File: src/rtl/demux_pkg.sv
// Shared definitions for the 4-slot registered demultiplexer.
package demux_pkg;

    localparam int LARGURA  = 32;
    localparam int N_SAIDAS = 4;

    typedef logic [1:0] sel_t;

    function automatic logic [2:0] popcount4(input logic [3:0] v);
        return {2'b00, v[0]} + {2'b00, v[1]} + {2'b00, v[2]} + {2'b00, v[3]};
    endfunction

endpackage

File: src/rtl/slot_saida32bits.sv
// One output slot: data register plus valid flag. A load wins over a consume.
module slot_saida32bits #(
    parameter int LARGURA = 32
) (
    input  logic               clk,
    input  logic               reset,
    input  logic               carga,
    input  logic               consumo,
    input  logic [LARGURA-1:0] dados,
    output logic [LARGURA-1:0] saida,
    output logic               valida
);

    always_ff @(posedge clk) begin
        if (reset) begin
            saida  <= '0;
            valida <= 1'b0;
        end else if (carga) begin
            saida  <= dados;
            valida <= 1'b1;
        end else if (consumo) begin
            // data is kept; only the valid flag drops
            valida <= 1'b0;
        end
    end

endmodule

File: src/rtl/demux4saidas32bits.sv
// Write demultiplexer into four handshaked output slots, with occupancy count
// and a sticky flag for consumes on empty slots.
module demux4saidas32bits
    import demux_pkg::*;
#(
    parameter int LARGURA  = demux_pkg::LARGURA,
    parameter int N_SAIDAS = demux_pkg::N_SAIDAS
) (
    input  logic               clk,
    input  logic               reset,
    input  logic [1:0]         controlador,
    input  logic [LARGURA-1:0] entrada,
    input  logic               escrita_valida,
    output logic               pronto,
    output logic [LARGURA-1:0] saida0,
    output logic [LARGURA-1:0] saida1,
    output logic [LARGURA-1:0] saida2,
    output logic [LARGURA-1:0] saida3,
    output logic [3:0]         saida_valida,
    input  logic [3:0]         consumo,
    output logic [2:0]         ocupados,
    output logic               erro_consumo
);

    sel_t               sel;
    logic               aceita;
    logic [3:0]         carga;
    logic [3:0]         valida_prox;
    logic [LARGURA-1:0] saida [4];

    assign sel    = controlador;
    assign pronto = !saida_valida[sel] || consumo[sel];
    assign aceita = escrita_valida && pronto;

    always_comb begin
        carga = 4'b0000;
        if (aceita) begin
            carga[sel] = 1'b1;
        end
    end

    // mirrors the slot update rule so the count lands on the same edge
    assign valida_prox = carga | (saida_valida & ~consumo);

    for (genvar i = 0; i < 4; i++) begin : g_slot
        slot_saida32bits #(.LARGURA(LARGURA)) u_slot (
            .clk     (clk),
            .reset   (reset),
            .carga   (carga[i]),
            .consumo (consumo[i]),
            .dados   (entrada),
            .saida   (saida[i]),
            .valida  (saida_valida[i])
        );
    end

    assign saida0 = saida[0];
    assign saida1 = saida[1];
    assign saida2 = saida[2];
    assign saida3 = saida[3];

    always_ff @(posedge clk) begin
        if (reset) begin
            ocupados     <= 3'd0;
            erro_consumo <= 1'b0;
        end else begin
            ocupados <= popcount4(valida_prox);
            if (|(consumo & ~saida_valida)) begin
                erro_consumo <= 1'b1;
            end
        end
    end

endmodule
File: config.mk
export PLATFORM = sky130hd
export DESIGN_NAME = demux4saidas32bits
export DESIGN_NICKNAME = d
export VERILOG_FILES = /design/src/rtl/demux_pkg.sv /design/src/rtl/slot_saida32bits.sv /design/src/rtl/demux4saidas32bits.sv
export SDC_FILE = /design/constraint.sdc
export NUM_CORES = 1
export LEC_CHECK = 0
export ABC_AREA = 1
export BUFFER_PORTS_ARGS = -buffer_cell sky130_fd_sc_hd__buf_2
export CAP_MARGIN = 20
export CORE_MARGIN = 2
export CORE_UTILIZATION = 53
export DETAILED_ROUTE_END_ITERATION = 6
export PLACE_DENSITY = 0.88
export SYNTH_ARGS = -nofsm -noshare
export SYNTH_HDL_FRONTEND = slang
export SYNTH_SLANG_ARGS = --single-unit
File: constraint.sdc
create_clock -name clk -period 3 [get_ports clk]
set_input_delay 0.3 -clock clk [delete_from_list [all_inputs] [get_ports clk]]
set_output_delay 0.3 -clock clk [all_outputs]
set_load 0.03 [all_outputs]
Word level (Yosys, flattened, before mapping)
Cells that the tools add are included.
{"block": "totals", "input_bits": 41, "register_bits": 136, "out_inout_bits": 137, "word_cells": 44}
{"block": "classes", "n_reduce_logical": 9, "n_lt_le_gt_ge": 2, "bitwise": 5, "muxes": 15, "addsub": 3}
{"cell": "2-to-1 mux 1 bit", "count": 11}
{"cell": "AND 4 bit", "count": 2}
{"cell": "NOT 4 bit", "count": 2}
{"cell": "nonzero test 2 bit", "count": 4}
{"cell": "binary-select mux 1 bit (select 2 bit)", "count": 2}
{"cell": "2-to-1 mux 4 bit", "count": 1}
{"cell": "bitwise OR 4 bit", "count": 1}
{"cell": "OR reduction 4 bit", "count": 1}
{"cell": "adder 2 x 1 -> 3 bit", "count": 1}
{"cell": "adder 3 x 1 -> 3 bit", "count": 1}
{"cell": "less-than comparator 2 x 3 -> 1 bit, second input constant", "count": 1}
{"cell": "adder 1 x 1 -> 2 bit", "count": 1}
{"cell": "demux 1 bit (select 2 bit)", "count": 1}
{"cell": "greater-or-equal comparator 2 x 1 -> 1 bit, second input constant", "count": 1}
{"cell": "logical AND 1 bit", "count": 2}
{"cell": "zero test 1 bit", "count": 1}
{"cell": "logical OR 1 bit", "count": 1}

Longest topological paths before layout
Gate-level depths: netlist of run 1.
{"block": "logic_depth", "word_depth": 10, "ltp_mapped": 15, "depth_no_buf": 13}

Cells and area by module
A second synthesis of run 1 with hierarchy kept.
{"block": "unflattened", "cells_unflattened": 635, "hier_area_um2": 4982.3}
{"mod": "slot_saida32bits", "n_inst": 4, "area_per_inst_um2": 1152.4, "cells_per_inst": 143}
{"mod": "demux4saidas32bits", "n_inst": 1, "area_per_inst_um2": 372.9, "cells_per_inst": 63}

Least setup slack after synthesis of run 1
Ideal clock, no wire load.
{"block": "synth_path", "path_type": "input -> register", "start": "in controlador[0]", "end": "reg ocupados[1]", "stages": 14, "t_arrival_ns": 2.199, "path_slack_ns": 0.675, "setup_time_ns": 0.126, "required_ns": 2.874, "cell_sequence": "buf_6 -> inv_4 -> nand3_2 -> nand2_1 -> nor2_4 -> nand2_8 -> nand3_4 -> buf_2 -> nand2_1 -> fa_1 -> ha_1 -> ha_1 -> inv_1 -> nor2_1"}
{"block": "synth_between", "elab_chain_cells": 10}
{"element": "start, declared", "line_no": "demux4saidas32bits.sv:11", "rtl": "input logic [1:0] controlador,"}
{"element": "parallel branches: the longest is 5 deep, another holds less-than comparator 2 x 3 -> 1 bit"}
{"element": "2-to-1 mux 4 bit (*)", "line_no": "demux4saidas32bits.sv:37", "rtl": "if (aceita) begin"}
{"element": "bitwise OR 4 bit (*)", "line_no": "demux4saidas32bits.sv:43", "rtl": "assign valida_prox = carga | (saida_valida & ~consumo);"}
{"element": "adder 1 x 1 -> 2 bit", "line_no": "demux_pkg.sv:10", "rtl": "return {2'b00, v[0]} + {2'b00, v[1]} + {2'b00, v[2]} + {2'b00, v[3]};"}
{"element": "adder 2 x 1 -> 3 bit", "line_no": "demux_pkg.sv:10"}
{"element": "adder 3 x 1 -> 3 bit (*)", "line_no": "demux_pkg.sv:10"}
{"element": "end signal, assigned", "line_no": "demux4saidas32bits.sv:67", "rtl": "ocupados <= popcount4(valida_prox);"}
{"element": "end, declared", "line_no": "demux4saidas32bits.sv:21", "rtl": "output logic [2:0] ocupados,"}
Every way passes the cells marked *. The select of a mux whose other input is x is not followed.
A chain may end at the register's enable or synchronous reset.

Worst setup path in the final report of run 1
{"block": "layout_path", "start": "reg g_slot[3].u_slot.valida", "end": "out pronto"}
{"block": "layout_between", "elab_chain_cells": 4}
{"element": "start, declared", "line_no": "slot_saida32bits.sv:11", "rtl": "output logic valida"}
{"element": "start signal, assigned", "line_no": "slot_saida32bits.sv:17", "rtl": "valida <= 1'b0;"}
{"element": "start signal, assigned", "line_no": "slot_saida32bits.sv:20", "rtl": "valida <= 1'b1;"}
{"element": "start signal, assigned", "line_no": "slot_saida32bits.sv:23", "rtl": "valida <= 1'b0;"}
{"element": "binary-select mux 1 bit (select 2 bit)", "line_no": "demux4saidas32bits.sv:32", "rtl": "assign pronto = !saida_valida[sel] || consumo[sel];"}
{"element": "2-to-1 mux 1 bit (implied by the code)", "line_no": "demux4saidas32bits.sv:32"}
{"element": "zero test 1 bit", "line_no": "demux4saidas32bits.sv:32"}
{"element": "logical OR 1 bit", "line_no": "demux4saidas32bits.sv:32"}
{"element": "end, declared", "line_no": "demux4saidas32bits.sv:14", "rtl": "output logic pronto,"}
Every way passes these cells. The select of a mux whose other input is x is not followed.

==> metrics.md, run 1 <==
| Metric | Value |
|---|---|
| # fillers | 1132 |
| Sequential fraction of the synthesis area | 0.3978 |
| F_max | 0.4466 GHz |
| P_leak | 4.753 nW |
| Register bit total from synthesis | 136 |
| TNS Setup | 0 ns |
| WP data arrival | 1.94 ns |
| Top_reg_cell synth | dfxtp_1 |
| Status | completed |
| Grt ovf | 0 |
| Final nets | 1246 |
| Share of cells above drive strength 1 | 0.2043 |
| Hold Crit Class | input pin to flop |
| CP max stage cell | buf_4 |
| Wl on met1 | 7.403 mm |
| Number of global-route vias before repair | 6075 |
| Setup bufs post-CTS | 0 |
| Worst path cell trace | nand2_1 -> nand2_1 -> nand2_1 -> nand2_2 -> nand2_8 -> buf_4 -> buf_2 |
| Mux cell area share after synthesis | 0 |
| CP Max Fanout | 56 |
| Max layer used | met4 |
| Initial antenna violation count | 0 |
| Worst Hold Depth | 2 |
| DPL Wire Length | 10.98 mm |
| Most common cell in the synthesized netlist | inv_1 |
| Port bufs | 177 |
| H-Tree Depth | 4 |
| Num CTS Buffers | 17 |
| Nature of the critical path startpoint | flop |
| Synthesis warning total | 0 |
| Setup crit start | g_slot[3].u_slot.valida |
| Critical path class | flop to primary output |
| Num rows | 41 |
| Root Driver | clkbuf_16 |
| I/O pin count | 178 |
| Worst path required time | 2.70 ns |
| Drt pass-1 iters | 5 |
| CTS Hold Bufs | 0 |
| Die area | 0.01384 mm^2 |
| Reg clk slew, reported paths | 0.06 ns |
| Power Dens Cells | 598.1 mW/mm^2 |
| Area of the multi-input gates | 0.002585 mm^2 |
| Slew Limit Headroom | 0.5236 |
| Worst-margin pin slew | 0.7146 ns |
| Largest net degree at the start of global routing | 74 |
| Largest area contributor in the netlist | dfxtp_1 |
| Top cells by area, synth | dfxtp_1 40%, inv_1 15%, nand2_1 15%, nand4_1 12%, nor2_1 7.3% |
| Worst stage delay on the critical path | 0.46 ns |
| Antenna Cells | 0 |
| Synth-to-Final Area Change | 20.51% |
| Drt via density | 4.807 |
| Die extent in x | 117.6 um |
| Avg Cell Area, Syn | 6.408 um^2 |
| Final worst slack | 0.7611 ns |
| Initial drt markers | 625 |
| Crit path time final | 2.239 ns |
| Post-Synth XOR/XNOR Area | 0 |
| Largest family of logic cells by synthesized area | simple AND/OR/NAND/NOR gates |
| TritonCTS Sinks | 136 |
| First-pass GRT wire length | 28.78 mm |
| Vias | 6662 |
| Initial Util | 0.5423 |
| RSZ-0062 raised after global routing | false |
| Max Cap Viol | 0 |
| Synth async-reset ratio | 0 |
| Synth Area in Simple Gates | 0.3642 |
| GRT Util Overall | 0.2536 |
| Final WL | 17.56 mm |
| Most used cell, CP | nand2_1 |
| EDFF count, synth | 0 |
| DRT antenna net count | 0 |
| CTS tree | built |
| Synth cell types | 25 |
| Synth Area in Adders | 0.006581 |
| Syn Inst Count | 1068 |
| Critical R2R Launch | g_slot[3].u_slot.valida |
| Synth top area share | 0.3978 |
| Die H | 117.6 um |
| Synth Area in Compound Gates | 0.004753 |
| Final Hold Viols | 0 |
| RePlAce Congestion | 0.8767 |
| Met3 routed WL | 1.278 mm |
| Slew Viols, Final | 0 |
| HP Start | reset |
| Post_cts resized | 0 |
| Sequential cell area | 0.002723 mm^2 |
| WL met2 | 8.618 mm |
| Average wire per standard cell | 12.67 um |
| # DRC | 0 |
| R2R depth | 12 |
| Core area | 0.01262 mm^2 |
| Synthesized net count | 1112 |
| Final setup viols | 0 |
| Period utilisation layout | 0.7463 |
| DP Worst Slack | 0.6011 ns |
| Syn Std Cell Area | 0.006844 mm^2 |
| Clk_lat worst skew | 0.42 ns |
| Worst Setup End Kind | primary output |
| Worst Skew | 0.005548 ns |
| Synth top cells by count | 280 x inv_1, 276 x nand2_1, 136 x dfxtp_1, 134 x nor2_1, 128 x nand4_1 |
| Peak supply drop | 0.3046 mV |
| Clock Path Buffers | 2 |
[placed cells by master, fill, tap and decap left out]
cell type / count
a21oi_1: 4
bufinv_16: 3
nand4_1: 128
buf_4: 12
buf_12: 1
nor3_1: 1
clkbuf_16: 17
nand2_2: 1
nand3_1: 2
dfxtp_1: 136
ha_1: 2
fa_1: 1
nand2_1: 276
inv_1: 279
inv_2: 17
nor2_8: 1
nand3_4: 4
nand3_2: 1
o22ai_1: 2
nor2_1: 132
buf_2: 176
inv_4: 2
clkbuf_8: 4
nand2_8: 1
clkbuf_1: 2
clkinv_4: 1
clkinv_2: 4
nor2_4: 3
clkinv_1: 1
[metal layers]
metal / vias to the layer above / track usage
met2: 261 / 0.4295
met4: 0 / 0.09864
met3: 26 / 0.06008
met1: 2965 / 0.3114
li1: 3410 / -
met5: - / 0
[worst paths after layout]
| kind | end | slack [ns] |
|---|---|---|
| setup / recovery | pronto | 0.76 |
| hold / removal | g_slot[0].u_slot.valida | 0.19 |
| setup reg to reg | ocupados[1] | 0.87 |
| hold reg to reg | erro_consumo | 0.48 |
[flip-flops by register name, indices dropped and copies added (netlist names)]
| signal | cells |
|---|---|
| ocupados | 3 |
| g_slot.u_slot.valida | 4 |
| g_slot.u_slot.saida | 128 |
| erro_consumo | 1 |
[critical path: cells and delay by family (launching register included)]
| family | cells | cell delay (ns) |
|---|---|---|
| simple gates | 5 | 0.39 |
| flops | 1 | 0.34 |
| buf+inv | 2 | 0.76 |
[cell type report]
class,instances,share of cell area
Clock inverter,8,0.01441
Timing Repair Buffer,189,0.1201
Inverter,299,0.1367
Clock buffer,23,0.05916
Multi-Input combinational cell,559,0.3134
Sequential cell,136,0.3301
Tap cell,172,0.02609
[report_power, final]
part           switching [mW]  internal [mW]
combinational           0.580          0.235
clock                   0.769           1.39
sequential             0.0555           1.91
[metrics by stage]
stage               cell area [um^2]  hold slack [ns]  cells  utilization  total power, mW
finish                          8248           0.1871   1386       0.6536            4.933
global placement                7641           0.4560   1355       0.6055            2.792
global route                    8248           0.1801   1386       0.6536            5.126
detailed placement              7641           0.4700   1355       0.6055            2.808
CTS                             8248           0.1729   1386       0.6536            4.948
floorplan                       6844           0.4919   1068            -            2.602
[logic make-up after synthesis]
kind of cell    count (synthesis)
simple gates                  550
buf+inv                       373
flops                         136
compound gates                  6
fa+ha+maj                       3
No activity file was read; power rests on OpenSTA's default activity.
==> inputs of run 2 (changes only) <==
Clock period 3 ns to 2.2 ns, I/O delays scaled along.
==> run 2 against run 1 <==
Sequential share of layout area fell by 0.83 points; clock power rose by 58%; utilization rose by 1.8 points; global-route usage rose by 0.58 points; sequential power rose by 36%; worst setup slack got worse by 0.62 ns; register-to-register slack got worse by 0.73 ns; cell count rose by 0.94%; sequential cell count did not move; critical path type is now flop to flop.
==> metrics.md, run 2 (same netlist as run 1, synthesis figures left out) <==
| Metric | Value |
|---|---|
| Num CTS Buffers | 17 (unchanged) |
| Final WL | 17.82 mm (+1.5%) |
| Final nets | 1258 (+0.96%) |
| Slew Viols, Final | 0 (unchanged) |
| Port bufs | 177 (unchanged) |
| Initial Util | 0.5423 (unchanged) |
| Num rows | 41 (unchanged) |
| Reg clk slew, reported paths | 0.06 ns (about the same) |
| # DRC | 0 (unchanged) |
| Regs by FF count | g_slot.u_slot.saida x128, g_slot.u_slot.valida x4, ocupados x3 |
| Slew Limit Headroom | 0.6240 (+0.1003) |
| First-pass GRT wire length | 29.24 mm (+1.6%) |
| Drt pass-1 iters | 5 (unchanged) |
| Die area | 0.01384 mm^2 (unchanged) |
| Largest register FFs | 128 (unchanged) |
| Commonest non-fill, non-tap cell in the layout | inv_1 |
| Root Driver | clkbuf_16 |
| Core area | 0.01262 mm^2 (unchanged) |
| Worst Skew | 0.01021 ns (+0.004664 ns) |
| Number of global-route vias before repair | 6171 (+1.6%) |
| Pwr Total | 7.211 mW (+46%) |
| Grt ovf | 0 (unchanged) |
| Largest register by flop count | g_slot.u_slot.saida |
| Die extent in x | 117.6 um (unchanged) |
| Synth-to-Final Area Change | 23.84% |
| Die H | 117.6 um (unchanged) |
| Drt via density | 4.786 (-0.44%) |
| F_max | 0.4850 GHz |
| Status | completed |
| Final Hold Viols | 0 (unchanged) |
| Worst-margin pin slew | 0.5641 ns (-0.1505 ns) |
| DPL Wire Length | 10.98 mm (about the same) |
| P_leak | 4.859 nW (+2.2%) |
| Share of cells above drive strength 1 | 0.2160 (+0.01169) |
| Peak supply drop | 0.4226 mV (+39%) |
| Worst Setup End Kind | flop |
| Antenna Cells | 0 (unchanged) |
| Nature of the critical path startpoint | flop |
| Max Cap Viol | 0 (unchanged) |
| Average wire per standard cell | 12.74 um (+0.52%) |
| Min Hold Slack | 0.1070 ns (-0.08011 ns) |
| Crit path time final | 2.062 ns |
| Hold Crit Class | input pin to flop |
| RSZ-0062 raised after global routing | false |
| TritonCTS Sinks | 136 (unchanged) |
| Finished Layout Cells | 1399 (+0.94%) |
| Vias | 6695 (+0.50%) |
| Period utilisation layout | 0.9372 |
| Clk_lat worst skew | 0.42 ns (about the same) |
| Critical path class | flop to flop |
| Post-layout util | 0.6716 (+0.01804) |
| H-Tree Depth | 4 (unchanged) |
| Clock Path Buffers | 2 (unchanged) |
| Power Dens Cells | 850.7 mW/mm^2 (+42%) |
| Largest net degree at the start of global routing | 129 (+74%) |
| Dpl cells | 1362 (+0.52%) |
| Commonest cells after routing, fill and taps aside | 279 x inv_1, 276 x nand2_1, 176 x buf_2 |
| DRT antenna net count | 0 (unchanged) |
| Initial drt markers | 720 (+15%) |
| Final setup viols | 0 (unchanged) |
| I/O pin count | 178 (unchanged) |
| CTS tree | built |
| WP data arrival | 2.37 ns (+0.43 ns) |
| CP Max Fanout | 5 (-91%) |
| RePlAce Congestion | 0.8661 (-1.2%) |
| Initial antenna violation count | 0 (unchanged) |
| Worst path required time | 2.51 ns (-0.19 ns) |
| GRT Util Overall | 0.2594 (+0.005845) |
## run 2: final cells by class
class                   instances  area (um^2)
clock buffers                  20        466.7
inverters                     299         1127
repair buffers                201         1110
multi-input cells             559         2585
clock inverters                12        244.0
fillers                      1073         4144
flip-flops and latches        136         2728
well taps                     172        215.2
## run 2: per-layer routing
layer  up-vias  GRT usage  part of all wire
li1       3434          -                 -
met1      2932     0.3210              0.43
met2       276     0.4277              0.48
met3        53    0.05329             0.063
met4         0     0.1318             0.031
met5         -          0                 0
## run 2: final timing paths
path,startpoint,endpoint,slack [ns],cells after the start
setup / recovery,g_slot[2].u_slot.valida,ocupados[1],0.14,12
hold / removal,reset,g_slot[3].u_slot.valida,0.11,2
setup reg to reg,g_slot[2].u_slot.valida,ocupados[1],0.14,12
hold reg to reg,erro_consumo,erro_consumo,0.48,2
## run 2: through the flow
step | cell area [um^2] | setup WS, ns | TNS (ns)
after global routing | 8476 | 0.006738 | 0
after detailed placement | 7719 | -0.07672 | -0.07672
after global placement | 7719 | -0.004837 | -0.004837
final | 8476 | 0.1383 | 0
after CTS | 8429 | 0.02713 | 0
after floorplan | 6859 | 0.003180 | 0
## run 2: power breakdown
group	leakage (nW)	internal [mW]	switching, mW
Combinational	3.40	0.338	0.801
Clock	0.342	2.33	1.07
Sequential	1.11	2.60	0.0735
Total	4.86	5.27	1.95
## run 2: critical path: stages (launching register included)
cell and delay [ns]:
dfxtp_1 0.35, nand2_1 0.08, nand2_1 0.06, nand2_1 0.06, nand2_2 0.11, nand2_8 0.08
nand3_4 0.07, nand2_1 0.07, fa_1 0.48, ha_1 0.22, ha_1 0.28, inv_1 0.06
nor2_1 0.03
## run 2: what timing repair did
action                                  4_1_cts  5_1_grt
setup buffers                                 0        5
resized for setup                             0        4
hold buffers                                  0        0
endpoints found under the setup margin        0        3
